$ cat config.mk
export PLATFORM = sky130hd
export DESIGN_NAME = clock_divider_multi
export DESIGN_NICKNAME = d
export VERILOG_FILES = /design/src/rtl/clock_divider_multi.sv
export SDC_FILE = /design/constraint.sdc
export NUM_CORES = 1
export LEC_CHECK = 0
export BUFFER_PORTS_ARGS = -buffer_cell sky130_fd_sc_hd__buf_2
export CORE_ASPECT_RATIO = 0.6
export CORE_MARGIN = 10
export CORE_UTILIZATION = 45
export DETAILED_ROUTE_END_ITERATION = 16
export GPL_ROUTABILITY_DRIVEN = 1
export GPL_TIMING_DRIVEN = 0
export PLACE_DENSITY_LB_ADDON = 0.1
export REMOVE_ABC_BUFFERS = 1
export SYNTH_ARGS = -nofsm -noshare
export SYNTH_HDL_FRONTEND = slang
export SYNTH_SLANG_ARGS = --single-unit
$ cat constraint.sdc
create_clock -name clock_in -period 6.6 [get_ports clock_in]
set_clock_uncertainty 0.2 [all_clocks]
set_input_delay 0.33 -clock clock_in [delete_from_list [all_inputs] [get_ports clock_in]]
set_output_delay 0.33 -clock clock_in [all_outputs]
set_load 0.01 [all_outputs]
$ cat src/rtl/clock_divider_multi.sv
// clock_divider_multi
//   N-channel programmable clock divider. Every channel divides clock_in by its
//   own run-time divisor and produces a ~50% duty divided clock plus a
//   one-cycle tick at the end of each output period. A new divisor written to a
//   running channel is held pending until that channel's next wrap, so the
//   divided clock never glitches. A write to a stopped channel loads at once.
//
// Parameters
//   N_CH        number of independent channels (1..16)
//   CNT_W       counter / divisor width per channel
//   DEFAULT_DIV divisor loaded into every channel at reset (>= 2)
//   CH_W        wr_ch width, 2**CH_W >= N_CH
//
// Ports
//   clock_in   in   1      input clock, all logic on its rising edge
//   reset_n    in   1      asynchronous active-low reset
//   en         in   N_CH   per-channel run enable
//   wr_en      in   1      divisor write strobe (one cycle)
//   wr_ch      in   CH_W   channel index for the write
//   wr_div     in   CNT_W  new divisor value
//   wr_err     out  1      one-cycle pulse: write rejected (div < 2 or bad channel)
//   clock_out  out  N_CH   divided clocks, bit i = channel i
//   tick       out  N_CH   one-cycle pulse per output period, per channel
//   sync_in    in   1      only when CLKDIV_SYNC_EN is defined: forces every
//                          enabled channel back to count 0 (no tick), applying
//                          any pending divisor
//
// Build option
//   CLKDIV_SYNC_EN  adds the sync_in port and the forced-wrap behaviour.

module clock_divider_multi #(
  parameter int N_CH        = 4,
  parameter int CNT_W       = 28,
  parameter int DEFAULT_DIV = 10,
  parameter int CH_W        = 2
) (
  input  logic              clock_in,
  input  logic              reset_n,
  input  logic [N_CH-1:0]   en,
  input  logic              wr_en,
  input  logic [CH_W-1:0]   wr_ch,
  input  logic [CNT_W-1:0]  wr_div,
  output logic              wr_err,
  output logic [N_CH-1:0]   clock_out,
  output logic [N_CH-1:0]   tick
`ifdef CLKDIV_SYNC_EN
  ,
  input  logic              sync_in
`endif
);

  logic sync_req;
  logic wr_bad;
  logic wr_ok;

`ifdef CLKDIV_SYNC_EN
  assign sync_req = sync_in;
`else
  assign sync_req = 1'b0;
`endif

  always_comb begin
    wr_bad = 1'b0;
    if (wr_div < CNT_W'(2))
      wr_bad = 1'b1;
    if (32'(wr_ch) >= 32'(N_CH))
      wr_bad = 1'b1;
    wr_ok = wr_en && !wr_bad;
  end

  always_ff @(posedge clock_in or negedge reset_n) begin
    if (!reset_n)
      wr_err <= 1'b0;
    else
      wr_err <= wr_en && wr_bad;
  end

  for (genvar g = 0; g < N_CH; g++) begin : g_ch
    logic [CNT_W-1:0] cnt;
    logic [CNT_W-1:0] div_act;
    logic [CNT_W-1:0] div_pend;
    logic             pend_vld;
    logic             co_q;
    logic             tick_q;
    logic             hit;
    logic             wrap;
    logic [CNT_W-1:0] last;

    always_comb begin
      hit  = wr_ok && (32'(wr_ch) == 32'(g));
      last = div_act - CNT_W'(1);
      // >= rather than == so an out-of-range count recovers on its own.
      wrap = cnt >= last;
    end

    always_ff @(posedge clock_in or negedge reset_n) begin
      if (!reset_n) begin
        cnt      <= '0;
        div_act  <= CNT_W'(DEFAULT_DIV);
        div_pend <= '0;
        pend_vld <= 1'b0;
        co_q     <= 1'b0;
        tick_q   <= 1'b0;
      end else if (!en[g]) begin
        cnt    <= '0;
        co_q   <= 1'b0;
        tick_q <= 1'b0;
        if (hit) begin
          div_act  <= wr_div;
          pend_vld <= 1'b0;
        end
      end else begin
        if (sync_req) begin
          cnt    <= '0;
          co_q   <= 1'b0;
          tick_q <= 1'b0;
        end else begin
          cnt    <= wrap ? '0 : cnt + CNT_W'(1);
          co_q   <= cnt < (div_act >> 1);
          tick_q <= cnt == last;
        end
        if ((wrap || sync_req) && pend_vld) begin
          div_act  <= div_pend;
          pend_vld <= 1'b0;
        end
        // Placed after the wrap update: a write landing on the wrap cycle
        // becomes pending for the following wrap instead of being consumed.
        if (hit) begin
          div_pend <= wr_div;
          pend_vld <= 1'b1;
        end
      end
    end

    assign clock_out[g] = co_q;
    assign tick[g]      = tick_q;
  end

endmodule
==> impl_results.md <==
* Slew headroom at 0.1938
* Fin nets at 2,444
* Max Fclk at 173.6 MHz
* Switch share at 0.3177
* Switch Pwr at 2.121 mW
* Layout cells sized above 1 at 0.1356
* Startpoint Class: flip-flop
* Fin cells at 2,862
* Detailed-router iteration count before antenna repair at 6
* Initial antenna violation count at 2
* Dominant cell type by area after synthesis: dfrtp_1
* RSZ-0062 raised after global routing: no
* Largest net degree at the start of global routing at 120
* Crit path max fanout at 16
* Fin crit share at 0.8726
* Critical path class: flip-flop to flip-flop
* DR iter-0 viols at 1,173
* Detailed-route via count at 16,150
* Cell variety after synth at 67
* Die height at 192.5 um
* Final critical-path required period at 5.759 ns
* Root Driver: clkbuf_16
* Slew Viols, Final at 0
* FP Rows at 63
* Most common cell in the netlist: dfrtp_1
* Final Setup Violations at 0
* Clock Path Buffers at 3
* DR vias/cell at 5.644
* Combinational Power Share at 0.230
* TritonCTS clock tree: built
* Core area at 49,190 um2
* Post-route DRC at 0
* Yosys reg bits at 349
* Hold path start: wr_div[14]
* Number of synthesized flops with an enable pin at 0
* Avg Inst Size Synth at 10.25 um2
* Min Hold Slack at 0.01221 ns
* Vias in the first global route at 15,880
* Worst Path Arrival at 6.02 ns
* Total CTS buffers at 37
* Worst setup margin at 0.8410 ns
* Max IR drop VDD at 162.9 uV
* P_leak at 11.37 nW
* Fin. Hold Viols at 0
* Die Width at 307.5 um
* Crit. End Element: flip-flop
* Placed insts at 2,791
* Mapped Area at 22,310 um2
* Overflow after GRT at 0
* Full die area at 59,190 um2
* Post-Route WL at 58.52 mm
* Internal cell power at 4.555 mW
* Sequential fraction of the synthesis area at 0.3918
* Yosys warns at 0
* HPWL Detailed at 42.75 mm
* Top post-synthesis cells by area: dfrtp_1 38%, ha_1 13%, mux2i_1 7.2%
* Port Buffers at 45
* Slew @ Worst Pin at 1.209 ns
* Fin Setup TNS at 0 ns
* Area of the multi-input gates at 12,720 um2
* Asr flop ratio synth at 1.000
* Synthesized instance count at 2,178
* Wire per inst at 20.45 um
* Req. time, crit path at 6.86 ns
* First-pass GRT wire length at 92.89 mm
* Final GP Congestion at 0.8642
* CP startpoint: g_ch[0].div_act[5]$_DFFE_PN0P_
* Ant. Diodes at 0
* Final instance area at 24,600 um2
* Clock Latency Late Sink at 0.55 ns
* FF-to-FF Start: g_ch[0].div_act[5]$_DFFE_PN0P_
* CTS H-tree lvls at 2
* Max Cap Violations at 0
* Starting Density at 0.4537
* Worst R2R Setup Slack at 0.84 ns
* Clock power share at 0.345
* Post-synth top area share at 0.3824
* Placement Cell Area at 23,220 um2
* Min-delay worst type: input pin to flip-flop
* Most frequent cells after synthesis: 341 x dfrtp_1, 224 x ha_1, 185 x nor2_1
* Clock sink count at 349
* Post CTS Setup Buffer Count at 0
* Pre-CTS setup slack at 0.9102 ns
* Clk slew on worst S/H paths at 0.06 ns
* Reg power frac at 0.425
* Register Area at 8743 um2
* Post-CTS Resized at 0
* Layout filler cell count at 4,491
* Num ports at 46
* Power per Cell Area at 271.4 nW/um2
* Top FF cell, synth: dfrtp_1
* DRT antenna net count at 0
* Area growth syn-to-layout at 10.23%
* Status: finished clean
* Overall Global Routing Usage at 0.1980
## registers in the layout, summed over array words and instances, names as in the netlist
signal,flops
g_ch.div_act,112
g_ch.tick_q,4
g_ch.pend_vld,4
g_ch.div_pend,112
g_ch.cnt,112
g_ch.co_q,4
wr_err,1
## routing by layer
metal / vias up / share of wire / track usage
met2: 323 / 0.38 / 0.2666
met5: - / 0 / 0
met4: 0 / 0.020 / 0.04041
met1: 7966 / 0.55 / 0.3235
met3: 73 / 0.048 / 0.02597
li1: 7791 / - / -
## cell type report
| cell class | count | area share |
|---|---|---|
| Clock buffer | 50 | 0.04502 |
| Clock inverter | 18 | 0.009309 |
| Inverter | 139 | 0.02121 |
| Multi-Input combinational cell | 1599 | 0.5170 |
| Sequential cell | 349 | 0.3555 |
| Tap cell | 650 | 0.03307 |
| Timing Repair Buffer | 57 | 0.01892 |
## what timing repair did
item                                    4_1_cts  5_1_grt
endpoints found under the hold margin        64        0
endpoints found under the setup margin        0        0
hold buffers                                  3        0
## cells in the final DEF, fill, tap and decap left out, types with 45 or more instances in the layout
cell type / Yosys / routed
nand2_1: 88 / 85
mux2i_1: 160 / 160
inv_1: 139 / 139
buf_2: 19 / 45
dfrtp_1: 341 / 341
xor2_1: 57 / 57
o21ai_0: 47 / 47
nor2_1: 185 / 185
ha_1: 224 / 224
mux2_2: 85 / 85
nand4_1: 64 / 64
a21o_1: 45 / 45
xnor2_1: 147 / 147
nand3_1: 70 / 70
a21oi_1: 63 / 63
## worst max-delay path: stages, from the launching register on
cell       delay (ns)
dfrtp_1          0.40
nor4_1           0.70
nand3_1          0.32
or3_1            0.47
nor4_4           0.24
nand2_1          0.17
nor3b_1          0.39
xnor2_1          0.12
ha_1             0.29
nand4_1          0.17
nor4bb_1         0.48
nand3_1          0.27
nand3b_1         0.18
a2111oi_2        0.09
buf_2            0.21
o2bb2ai_4        0.49
buf_16           0.24
mux2i_1          0.22
## worst paths after layout
| check | end | cells past startpoint |
|---|---|---|
| worst max-delay path | g_ch[0].div_act[15]$_DFFE_PN0P_ | 17 |
| min in group asynchronous | g_ch[2].cnt[22]$_DFF_PN0_ | 2 |
| worst min-delay path | g_ch[1].div_pend[14]$_DFFE_PN0P_ | 2 |
| max in group asynchronous | g_ch[0].div_act[3]$_DFFE_PN1P_ | 4 |
| worst max register to register | g_ch[0].div_act[15]$_DFFE_PN0P_ | 17 |
| worst min register to register | g_ch[1].div_pend[16]$_DFFE_PN0P_ | 1 |
## per-stage QoR
stage,total power [mW],util
after floorplan,3.844,-
after global placement,4.296,0.4667
after detailed placement,4.393,0.4721
after CTS,6.721,0.4999
after global routing,7.077,0.5001
final,6.676,0.5001
## logic make-up (layout without fill, tap and decap cells)
kind of cell / Yosys count / count (layout) / synth area share
adder cells (fa/ha/maj): 224 / 224 / 0.1256
AO/OA/AOI/OAI: 258 / 258 / 0.08215
buffers and inverters: 230 / 264 / 0.04110
flip-flops: 349 / 349 / 0.3918
AND/OR/NAND/NOR: 641 / 641 / 0.1509
XOR/XNOR: 204 / 204 / 0.08007
multiplexers: 272 / 272 / 0.1283
## power groups by stage
stage / registers [mW] / clock network [mW] / logic [mW]
final: 2.84 / 2.30 / 1.54
after CTS: 2.83 / 2.35 / 1.54
after global placement: 2.86 / 0 / 1.44
after detailed placement: 2.87 / 0 / 1.53
after global routing: 2.89 / 2.45 / 1.73
after floorplan: 2.77 / 0 / 1.08
Note: power is estimated with default switching activity, not from simulation.
